[config.mk]
export PLATFORM = sky130hd
export DESIGN_NAME = seq_playback_ctrl
export DESIGN_NICKNAME = d
export VERILOG_FILES = /design/src/rtl/orion_pkg.sv /design/src/rtl/seq_playback_ctrl.sv
export SDC_FILE = /design/constraint.sdc
export NUM_CORES = 1
export LEC_CHECK = 0
export CORE_MARGIN = 5
export CORE_UTILIZATION = 30
export DETAILED_ROUTE_END_ITERATION = 8
export SLEW_MARGIN = 20
export SYNTH_ARGS = -nofsm -noshare
export SYNTH_HDL_FRONTEND = slang
export SYNTH_SLANG_ARGS = --single-unit
[constraint.sdc]
create_clock -name clk -period 4.7 [get_ports clk]
set_clock_uncertainty 0.15 [all_clocks]
set_input_delay 0.94 -clock clk [delete_from_list [all_inputs] [get_ports clk]]
set_output_delay 0.94 -clock clk [all_outputs]
set_load 0.01 [all_outputs]
[src/rtl/orion_pkg.sv]
// Shared types and constants for the digit-memory game datapath.
// The playback sequencer imports the state encoding and the display blank code from here.
package orion_pkg;

    // IDLE wait start | FETCH address RAM   | SHOW digit on display | GAP blank between digits
    // IN_LOAD address | IN_WAIT await entry | PASS pass pulse       | FAIL fail pulse
    typedef enum logic [2:0] {
        IDLE,
        FETCH,
        SHOW,
        GAP,
        IN_LOAD,
        IN_WAIT,
        PASS,
        FAIL
    } seq_state_e;

    localparam logic [3:0] BLANK_DIGIT = 4'hF;
    localparam int         MAX_SEQ     = 32;

endpackage

[src/rtl/seq_playback_ctrl.sv]
// Plays a stored digit sequence on the display and then checks the player's entries
// against the same RAM addresses, reporting a one-cycle pass or fail pulse.
module seq_playback_ctrl
    import orion_pkg::*;
#(
    parameter int                ADDR_W = 5,
    parameter int                DATA_W = 4,
    parameter logic [DATA_W-1:0] BLANK  = BLANK_DIGIT
) (
    input  logic              clk,
    input  logic              rst,
    input  logic              start,
    input  logic              abort,
    input  logic [ADDR_W:0]   seq_len,
    input  logic              tick_2s,
    input  logic              tick_100ms,
    output logic              two_sec_en,
    output logic [ADDR_W-1:0] ram_addr,
    input  logic [DATA_W-1:0] ram_rdata,
    output logic [DATA_W-1:0] disp_digit,
    input  logic              entry_valid,
    input  logic [DATA_W-1:0] entry_digit,
    output logic              timer_en,
    input  logic              timeout,
    output logic              busy,
    output logic [ADDR_W:0]   correct_cnt,
    output logic              round_pass,
    output logic              round_fail
);

    // The length cap is the smaller of the RAM depth and the game's sequence limit.
    localparam int              LEN_CAP = ((2**ADDR_W) < MAX_SEQ) ? (2**ADDR_W) : MAX_SEQ;
    localparam logic [ADDR_W:0] LEN_MAX = LEN_CAP[ADDR_W:0];
    localparam logic [ADDR_W:0] LEN_ONE = 1;

    seq_state_e        state_q;
    logic [ADDR_W:0]   idx_q;
    logic [ADDR_W:0]   len_q;
    logic [ADDR_W:0]   cnt_q;
    logic [ADDR_W-1:0] ram_addr_q;
    logic [DATA_W-1:0] disp_q;
    logic              two_sec_en_q;
    logic              timer_en_q;
    logic              busy_q;
    logic              pass_q;
    logic              fail_q;
    logic              show_first_q;

    logic [ADDR_W:0]   len_d;
    logic [ADDR_W:0]   idx_d;
    logic [ADDR_W:0]   cnt_d;
    logic              idx_last;

    always_comb begin
        len_d = (seq_len > LEN_MAX) ? LEN_MAX : seq_len;
        idx_d = idx_q + LEN_ONE;
        cnt_d = cnt_q + LEN_ONE;
        idx_last = (idx_q == (len_q - LEN_ONE));
    end

    always_ff @(posedge clk) begin
        if (rst || abort) begin
            state_q      <= IDLE;
            idx_q        <= '0;
            len_q        <= '0;
            cnt_q        <= '0;
            ram_addr_q   <= '0;
            disp_q       <= BLANK;
            two_sec_en_q <= 1'b0;
            timer_en_q   <= 1'b0;
            busy_q       <= 1'b0;
            pass_q       <= 1'b0;
            fail_q       <= 1'b0;
            show_first_q <= 1'b0;
        end else begin
            pass_q <= 1'b0;
            fail_q <= 1'b0;
            case (state_q)
                IDLE: begin
                    if (start) begin
                        cnt_q      <= '0;
                        idx_q      <= '0;
                        ram_addr_q <= '0;
                        busy_q     <= 1'b1;
                        if (len_d == '0) begin
                            state_q <= PASS;
                        end else begin
                            len_q   <= len_d;
                            state_q <= FETCH;
                        end
                    end
                end
                FETCH: begin
                    ram_addr_q   <= idx_q[ADDR_W-1:0];
                    show_first_q <= 1'b1;
                    state_q      <= SHOW;
                end
                SHOW: begin
                    if (show_first_q) begin
                        disp_q       <= ram_rdata;
                        two_sec_en_q <= 1'b1;
                        show_first_q <= 1'b0;
                    end else if (tick_2s) begin
                        disp_q       <= BLANK;
                        two_sec_en_q <= 1'b0;
                        state_q      <= GAP;
                    end
                end
                GAP: begin
                    if (tick_100ms) begin
                        if (idx_last) begin
                            idx_q      <= '0;
                            ram_addr_q <= '0;
                            timer_en_q <= 1'b1;
                            state_q    <= IN_LOAD;
                        end else begin
                            idx_q      <= idx_d;
                            ram_addr_q <= idx_d[ADDR_W-1:0];
                            state_q    <= FETCH;
                        end
                    end
                end
                IN_LOAD: begin
                    if (timeout) begin
                        state_q <= FAIL;
                    end else begin
                        ram_addr_q <= idx_q[ADDR_W-1:0];
                        state_q    <= IN_WAIT;
                    end
                end
                IN_WAIT: begin
                    if (timeout) begin
                        state_q <= FAIL;
                    end else if (entry_valid) begin
                        if (entry_digit == ram_rdata) begin
                            cnt_q <= cnt_d;
                            if (idx_last) begin
                                state_q <= PASS;
                            end else begin
                                idx_q      <= idx_d;
                                ram_addr_q <= idx_d[ADDR_W-1:0];
                                state_q    <= IN_LOAD;
                            end
                        end else begin
                            state_q <= FAIL;
                        end
                    end
                end
                PASS: begin
                    pass_q     <= 1'b1;
                    timer_en_q <= 1'b0;
                    busy_q     <= 1'b0;
                    state_q    <= IDLE;
                end
                FAIL: begin
                    fail_q     <= 1'b1;
                    timer_en_q <= 1'b0;
                    busy_q     <= 1'b0;
                    state_q    <= IDLE;
                end
                default: begin
                    state_q <= IDLE;
                end
            endcase
        end
    end

    assign two_sec_en  = two_sec_en_q;
    assign ram_addr    = ram_addr_q;
    assign disp_digit  = disp_q;
    assign timer_en    = timer_en_q;
    assign busy        = busy_q;
    assign correct_cnt = cnt_q;
    assign round_pass  = pass_q;
    assign round_fail  = fail_q;

endmodule

; Word level (Yosys, flattened, before mapping)
; Index checks and enable logic that the tools add are counted.
[word_totals]
regBits = 36
latch_bits = 0
ramBits = 0
rom_bits = 0
inputBits = 22
out_inout_bits = 20
memories = 0
[classes]
n_addsub = 3
multipliers = 0
n_div = 0
order_cmp = 1
eq_ne = 20
n_shift = 0
n_mux = 46
bitwise_logic = 1
n_reduce_logical = 19
[ops]
columns = cell, count
row1 = 2-to-1 mux 6 bit, 11
row2 = 2-to-1 mux 5 bit, 8
row3 = 2-to-1 mux 3 bit, 9
row4 = case mux 5 bit (5 select lines), 1
row5 = case mux 3 bit (7 select lines), 1
row6 = "!= test 2 bit, second input constant", 10
row7 = case mux 6 bit (3 select lines), 1
row8 = "adder 6 x 1 -> 6 bit, second input constant", 2
row9 = "== test 3 bit, second input constant", 4
row10 = case mux 6 bit (2 select lines), 1
row11 = AND reduction 5 bit, 2
row12 = nonzero test 2 bit, 5
row13 = 2-to-1 mux 4 bit, 2
row14 = AND reduction 8 bit, 1
row15 = 2-to-1 mux 1 bit, 7
row16 = AND reduction 7 bit, 1
row17 = "== test 3 x 2 -> 1 bit, second input constant", 2
row18 = == test 6 bit, 1
row19 = "> comparator 6 bit, second input constant", 1
row20 = zero test 6 bit, 1
row21 = case mux 1 bit (2 select lines), 3
row22 = AND reduction 3 bit, 2
row23 = "subtractor 6 x 1 -> 6 bit, second input constant", 1
row24 = nonzero test 5 bit, 1
row25 = other kinds (10), 12

; Longest topological paths before layout
; Gate-level depths: netlist of the first run.
[logic_depth]
depth_word = 7
ltp_mapped = 9
ltp_nobuf = 8

; Worst setup path after synthesis of the first run
; OpenSTA, ideal clock, no wires.
[synth_path]
path_kind = input port to flip-flop
startpoint = in entry_digit[2]
endpoint = reg idx_q[5]
setup_ns = 0.080
arrival_time_ns = 2.682
t_required_ns = 4.470
path_slack_ns = 1.789
cell_stages = 6
path_cell_list = xnor2_1 nand3_1 o41ai_4 o311ai_4 or4_4 a211oi_2
[synth_via]
elab_chain_cells = 3
[synth_rtl]
columns = element, line
row1 = from (decl), seq_playback_ctrl.sv:22  ; input logic [DATA_W-1:0] entry_digit,
row2 = == test 4 bit, seq_playback_ctrl.sv:135  ; if (entry_digit == ram_rdata) begin
row3 = != test 2 bit (no line), -
row4 = AND reduction 7 bit (no line), -
row5 = to (signal assigned), seq_playback_ctrl.sv:117  ; idx_q <= idx_d;
row6 = to (signal assigned), seq_playback_ctrl.sv:140  ; idx_q <= idx_d;
row7 = to (decl), seq_playback_ctrl.sv:37  ; logic [ADDR_W:0] idx_q;
; No other way between the ends.
; A chain may end at the register's enable or synchronous reset.

; Worst setup path after layout of the first run
[layout_path]
startpoint = in ram_rdata[1]
endpoint = reg idx_q[5]
[layout_via]
elab_chain_cells = 3
[layout_rtl]
columns = element, line
row1 = from (decl), seq_playback_ctrl.sv:19  ; input logic [DATA_W-1:0] ram_rdata,
row2 = == test 4 bit, seq_playback_ctrl.sv:135
row3 = != test 2 bit (no line), -
row4 = AND reduction 7 bit (no line), -
; No other way between the ends.

==> impl_metrics.py, run 1 <==
metrics = {
    "worst_setup_path": {
        "crit_arrival_ns": 3.43,
        "reg2reg_to": "ram_addr[2]",
        "crit_fanout": 10,
        "crit_path_end_kind": "flip-flop",
        "setup.worst_path.start_class": "primary input",
        "cp-endpoint": "idx_q[5]",
        "required_ns": 4.76,
        "r2r_start": "len_q[0]",
        "ff2ff_setup_slack_ns": 1.66,
        "critical_path_class": "primary input to flip-flop",
        "r2r_cells": 8,
        "critPathLaunch": "ram_rdata[1]",
    },
    "floorplan": {
        "io_pins": 42,
        "die_width_um": 95.82,
        "fp.dieArea_mm2": 0.009181,
        "fp-row-count": 31,
        "initial_core_util_pct": 30.63,
        "core_area_mm2": 0.007214,
        "fp.dieH_um": 95.82,
    },
    "logic_synthesis": {
        "synth-seq-cells": 36,
        "synthArstFlopShare_pct": 0,
        "ys_dominant_reg_cell": "dfxtp_1",
        "synth.mux.area_fraction_pct": 0.4530,
        "synthSimpleGateAreaFrac_pct": 27.24,
        "synthCells": 278,
        "synth_top_family_by_area": "simple AND/OR/NAND/NOR gates",
        "synth_compound_area_share_pct": 27.07,
        "synth_edf_count": 0,
        "synth_cell_types": 57,
        "yosysTopAreaCellShare_pct": 32.62,
        "yosysTopAreaCell": "dfxtp_1",
        "synthTopCellsByArea": "dfxtp_1 33%, a21oi_1 5.0%, nand2_1 4.4%",
        "yosys_warnings": 0,
        "synth_xor_xnor_area_share_pct": 6.342,
        "ys_seq_area_share_pct": 32.62,
        "synth.cell_area_mm2": 0.002210,
        "avgSynthCellArea_um2": 7.948,
        "synth_nets": 303,
        "synth_fa_ha_area_share_pct": 1.699,
    },
    "run_status": {
        "status": "completed",
    },
    "placement": {
        "dp_slack_ns": 1.079,
        "gp_congestion": 0.8080,
        "port_buffers": 41,
        "dp_hpwl_um": 4437,
    },
    "drt": {
        "wirelength_um": 5868,
        "first_pass_iters": 4,
        "drc": 0,
        "vias": 2146,
        "first_iter_violations": 120,
        "wl_per_cell_um": 14.38,
        "vias_per_cell": 5.260,
        "antenna_left": 0,
    },
    "final_layout": {
        "multi_input_area_mm2": 0.001388,
        "layout.nets": 333,
        "syn_to_final_growth_pct": 26.67,
        "n_antenna_cell": 0,
        "layout-drive-gt1-share_pct": 6.149,
        "utilization_pct": 38.80,
        "fill_cells": 754,
        "ff_latch_area_um2": 720.7,
    },
    "power_and_ir_drop": {
        "p_leak_nw": 0.9381,
        "fin_total_pwr_uw": 703.2,
        "peakVddDrop_v": 0.0001044,
        "cellPowerDensity_mw_per_mm2": 251.2,
    },
    "global_route": {
        "grt_pass1_wl_um": 9680,
        "grt_start_max_net_pins": 29,
        "grt.total_usage_pct": 12.97,
        "gr-total-overflow": 0,
        "antenna_found_initial": 0,
        "grt_pass1_vias": 2017,
    },
    "clock_tree": {
        "cts.clk_slew.worst_paths_ns": 0.07,
        "cts-root-buf": "clkbuf_8",
        "htree_levels": 2,
        "ctsHoldBuffers": 0,
        "numCtsBuffers": 5,
        "clk-insertion-delay-late_ns": 0.29,
        "cts_resized": 0,
        "cts_setup_buffers": 0,
        "cts_buffer_depth": 2,
        "clock-sinks": 36,
        "cts_tree": "done",
    },
    "timing": {
        "min_period_ns": 3.365,
        "finalWorstSetupSlack_ns": 1.335,
        "period_share_pct": 71.59,
        "setup_violations": 0,
        "report.final.slew_viol_count": 0,
        "tns_ns": 0,
        "rsz0062_at_grt": "false",
        "tightestPinTransition_ns": 0.9133,
        "max_freq_ghz": 0.2972,
        "final_hold_viol_count": 0,
        "slew_headroom_pct": 38.89,
    },
    "flow_run": {
        "maxCapViolCount": 0,
    },
    "worst_hold_path": {
        "hp-class": "flip-flop to flip-flop",
    },
}
[cells in the final DEF (no fill, tap or decap), types with 4 or more instances in the layout]
master           count
dfxtp_1             36
nand2_1             26
xor2_1               9
nand3_1             13
nor3_1               7
inv_1                7
clkbuf_8             7
o31ai_1              5
a21oi_1             22
nor3b_1             11
clkdlybuf4s50_1     41
nor2_1              24
o22ai_1              4
o21ai_0             16
xnor2_1              7
[critical path, cell delays in order]
cell,delay (ns)
clkdlybuf4s50_1,0.49
xnor2_1,0.13
nand3_1,0.15
o41ai_4,0.68
o311ai_4,0.26
or4_4,0.57
a211oi_2,0.21
[logic make-up after synthesis]
logic type | Yosys count
and+or+nand+nor | 113
AOI/OAI and AO/OA | 83
DFF | 36
buffers and inverters | 26
xor gates and xnor gates | 16
adders and majority gates | 3
muxes | 1
[registers in the layout (all words and copies together) (netlist names), 3 cells and up]
name and cells:
state_q 3, ram_addr 5, len_q 6, disp_digit 4, correct_cnt 6, idx_q 6
[cells in the mapped netlist, types with 2 or more instances]
library cell,instances
dfxtp_1,36
nand2_1,26
nor2_1,24
a21oi_1,22
clkbuf_1,16
o21ai_0,16
nand3_1,13
nor3b_1,11
xor2_1,9
inv_1,7
nor3_1,7
xnor2_1,7
o31ai_1,5
o22ai_1,4
a211oi_1,3
a21o_1,3
a221o_1,3
and2_1,3
and3_1,3
ha_1,3
nand2b_1,3
nand3b_1,3
nand4_1,3
or3_1,3
a22o_1,2
a2bb2oi_1,2
a31oi_1,2
a32oi_1,2
nor2b_1,2
nor4_1,2
o2111ai_1,2
o21bai_1,2
o311a_1,2
o41ai_1,2
or2_2,2
or4_4,2
[where the power goes]
| part | leakage (nW) | total [mW] | switching, mW | internal [mW] |
|---|---|---|---|---|
| logic | 0.583 | 0.0891 | 0.0472 | 0.0419 |
| registers | 0.291 | 0.317 | 0.00937 | 0.308 |
| clock network | 0.0645 | 0.297 | 0.109 | 0.187 |
| total | 0.938 | 0.703 | 0.166 | 0.537 |
[worst min-delay path by stage]
stage                 from          end  slack [ns]  depth (start not counted)
6_report        two_sec_en   two_sec_en        0.31                          2
5_1_grt               busy         busy        0.33                          2
4_1_cts               busy         busy        0.32                          2
3_5_place_dp          busy         busy        0.30                          2
3_3_place_gp   ram_addr[0]  ram_addr[0]        0.29                          1
2_1_floorplan     len_q[5]     len_q[5]        0.30                          2
[area by class of cell]
class,count,area share [%]
clock inverter,1,1.073
clock buffer,7,3.442
multi-input combinational,216,49.58
inverter,8,1.073
tap,99,4.426
sequential,36,25.75
timing repair buffer,41,14.66
[per-layer routing]
metal  vias to the layer above  wire length [um]  global-route usage (%)
li1                       1087                 -                       -
met1                       985              2790                   17.73
met2                        68              2726                   20.96
met3                         6               293                   2.737
met4                         0                57                   2.844
met5                         -                 0                       0
[metrics by stage]
step | cell area [um^2] | hold WS (ns) | cells
after global placement | 2673 | 0.2940 | 400
after floorplan | 2210 | 0.2981 | 278
after detailed placement | 2673 | 0.3024 | 400
after global routing | 2799 | 0.3331 | 408
after CTS | 2799 | 0.3163 | 408
final | 2799 | 0.3070 | 408
Power figures use the tool's default switching activity.
==> run 2, diff against run 1 <==
==> constraint.sdc (replaced) <==
create_clock -name clk -period 2.9 [get_ports clk]
set_clock_uncertainty 0.15 [all_clocks]
set_input_delay 0.58 -clock clk [delete_from_list [all_inputs] [get_ports clk]]
set_output_delay 0.58 -clock clk [all_outputs]
set_load 0.01 [all_outputs]
==> run 2 against run 1 <==
Against the previous run: total power up 85%; largest cell class unchanged; sequential share of layout area down 1.6 points; critical path depth up 1; via count up 5.8%; combinational power up 92%; sequential cell count unchanged; sequential power up 61%.
==> impl_metrics.py, run 2 (same netlist as run 1, synthesis figures left out) <==
metrics = {
    "global_route": {
        "gr-total-overflow": 0,
        "grt_pass1_vias": 2063,
        "grt_pass1_wl_um": 9984,
        "antenna_found_initial": 0,
        "grt.total_usage_pct": 13.61,
        "grt_start_max_net_pins": 22,
    },
    "floorplan": {
        "fp.dieArea_mm2": 0.009181,
        "core_area_mm2": 0.007214,
        "io_pins": 42,
        "initial_core_util_pct": 30.63,
        "fp.dieH_um": 95.82,
        "fp-row-count": 31,
        "die_width_um": 95.82,
    },
    "worst_hold_path": {
        "hp-class": "flip-flop to flip-flop",
    },
    "placement": {
        "dp_hpwl_um": 4667,
        "gp_congestion": 0.8171,
        "post_dp_cell_area_mm2": 0.002815,
        "port_buffers": 41,
    },
    "flow_run": {
        "maxCapViolCount": 0,
    },
    "power_and_ir_drop": {
        "internal_power_mw": 1.012,
        "p_clk_share_pct": 47.7,
        "cellPowerDensity_mw_per_mm2": 434.8,
        "peakVddDrop_v": 0.0001729,
        "p_sw_share_pct": 22.10,
        "combPwrFrac_pct": 13.1,
        "seq_power_share_pct": 39.2,
        "p_leak_nw": 1.051,
        "switching_power_uw": 287.2,
    },
    "worst_setup_path": {
        "setup.worst_path.start_class": "flip-flop",
        "crit_slowest_cell": "or4_4",
        "required_ns": 2.97,
        "critPathLaunch": "len_q[0]",
        "critical_path_class": "flip-flop to flip-flop",
        "r2r_cells": 8,
        "r2r_start": "len_q[0]",
        "crit_arrival_ns": 2.79,
        "critPathMaxStageDelay_ns": 0.53,
        "crit_fanout": 11,
        "cp-endpoint": "idx_q[5]",
        "reg2reg_to": "idx_q[5]",
        "ff2ff_setup_slack_ns": 0.18,
        "crit_path_end_kind": "flip-flop",
        "path_cells": "buf_4 > or3_4 > or4_4 > nand4_2 > buf_4 > o311ai_4 > or4_4 > a211oi_2",
    },
    "timing": {
        "setup_violations": 0,
        "period_share_pct": 93.81,
        "slew_headroom_pct": 61.38,
        "tns_ns": 0,
        "holdWs_ns": 0.3090,
        "max_freq_ghz": 0.3676,
        "rsz0062_at_grt": "false",
        "tightestPinTransition_ns": 0.5785,
        "min_period_ns": 2.721,
        "final_hold_viol_count": 0,
        "report.final.slew_viol_count": 0,
    },
    "clock_tree": {
        "cts_buffer_depth": 2,
        "numCtsBuffers": 5,
        "ctsHoldBuffers": 0,
        "cts.clk_slew.worst_paths_ns": 0.08,
        "clk-insertion-delay-late_ns": 0.29,
        "cts_resized": 0,
        "cts_setup_buffers": 0,
        "clock-sinks": 36,
        "cts-root-buf": "clkbuf_8",
        "htree_levels": 2,
        "cts_tree": "done",
    },
    "drt": {
        "wirelength_um": 6159,
        "antenna_left": 0,
        "first_iter_violations": 215,
        "first_pass_iters": 4,
        "vias": 2271,
        "wl_per_cell_um": 14.36,
        "drc": 0,
        "vias_per_cell": 5.294,
    },
    "final_layout": {
        "fill_cells": 767,
        "syn_to_final_growth_pct": 35.28,
        "layout_commonest_cell": "clkdlybuf4s50_1",
        "n_antenna_cell": 0,
        "layout.nets": 354,
        "layout_common_cells": "41 x clkdlybuf4s50_1, 36 x dfxtp_1, 26 x nand2_1, 24 x nor2_1, 22 x a21oi_1",
        "layout-drive-gt1-share_pct": 12.12,
        "stdcell_area_mm2": 0.002989,
        "utilization_pct": 41.43,
    },
    "run_status": {
        "status": "completed",
    },
}
## run 2: cell types whose count changed in the layout (fill, tap and decap cells not counted), sizes merged
cell and change:
clkbuf -2, buf +21, bufinv +2
## run 2: layout make-up
cell class / instances / area (um^2) / area share [%]
clock buffer: 5 / 68.82 / 2.302
clock inverter: 3 / 90.09 / 3.014
inverter: 8 / 30.03 / 1.005
multi-input combinational: 216 / 1388 / 46.42
sequential: 36 / 720.7 / 24.11
tap: 99 / 123.9 / 4.144
timing repair buffer: 62 / 568.0 / 19.00
## run 2: metal layers
metal,GRT usage (%),vias up,routed length [um]
met5,0,-,0
met4,3.555,0,64
met3,2.346,6,281
met2,20.90,69,2783
met1,19.59,1070,3030
li1,-,1126,-
## run 2: how the worst min path moves through the flow
stage / startpoint / to / slack, ns / cells after the start
finish: ram_addr[0] / ram_addr[0] / 0.31 / 1
global route: two_sec_en / two_sec_en / 0.35 / 2
CTS: two_sec_en / two_sec_en / 0.32 / 2
detailed placement: ram_addr[0] / ram_addr[0] / 0.30 / 1
global placement: ram_addr[0] / ram_addr[0] / 0.30 / 1
floorplan: len_q[5] / len_q[5] / 0.30 / 2
## run 2: power by group through the flow
stage                     clock, mW  combinational, mW  sequential, mW
after floorplan                   0             0.0994           0.515
after detailed placement          0              0.168           0.520
final                         0.620              0.171           0.509
after global routing          0.647              0.186           0.511
after global placement            0              0.167           0.521
after CTS                     0.633              0.169           0.509
## run 2: per-stage QoR
stage / worst slack, ns / power, mW / cells
3_5_place_dp: 0.001893 / 0.6884 / 419
4_1_cts: 0.04768 / 1.311 / 427
5_1_grt: 0.05249 / 1.344 / 429
6_report: 0.1795 / 1.300 / 429
3_3_place_gp: 0.02597 / 0.6880 / 419
2_1_floorplan: 0.2965 / 0.6140 / 278
## run 2: worst max-delay path: cells and delay by family (launching register included)
| kind | cells | cell delay (ns) |
|---|---|---|
| DFF | 1 | 0.31 |
| and+or+nand+nor | 4 | 1.52 |
| buffers and inverters | 2 | 0.33 |
| AOI/OAI and AO/OA | 2 | 0.33 |
==> run 3, diff against run 2 <==
--- a/config.mk
+++ b/config.mk
@@ -7,6 +7,7 @@
 export LEC_CHECK = 0
 export CORE_MARGIN = 5
 export CORE_UTILIZATION = 30
+export CTS_BUF_LIST = sky130_fd_sc_hd__clkbuf_8 sky130_fd_sc_hd__clkbuf_16
 export DETAILED_ROUTE_END_ITERATION = 8
 export SLEW_MARGIN = 20
 export SYNTH_ARGS = -nofsm -noshare
==> results of run 3 <==
The final DEF is identical to that of run 2; final timing and power are the same.
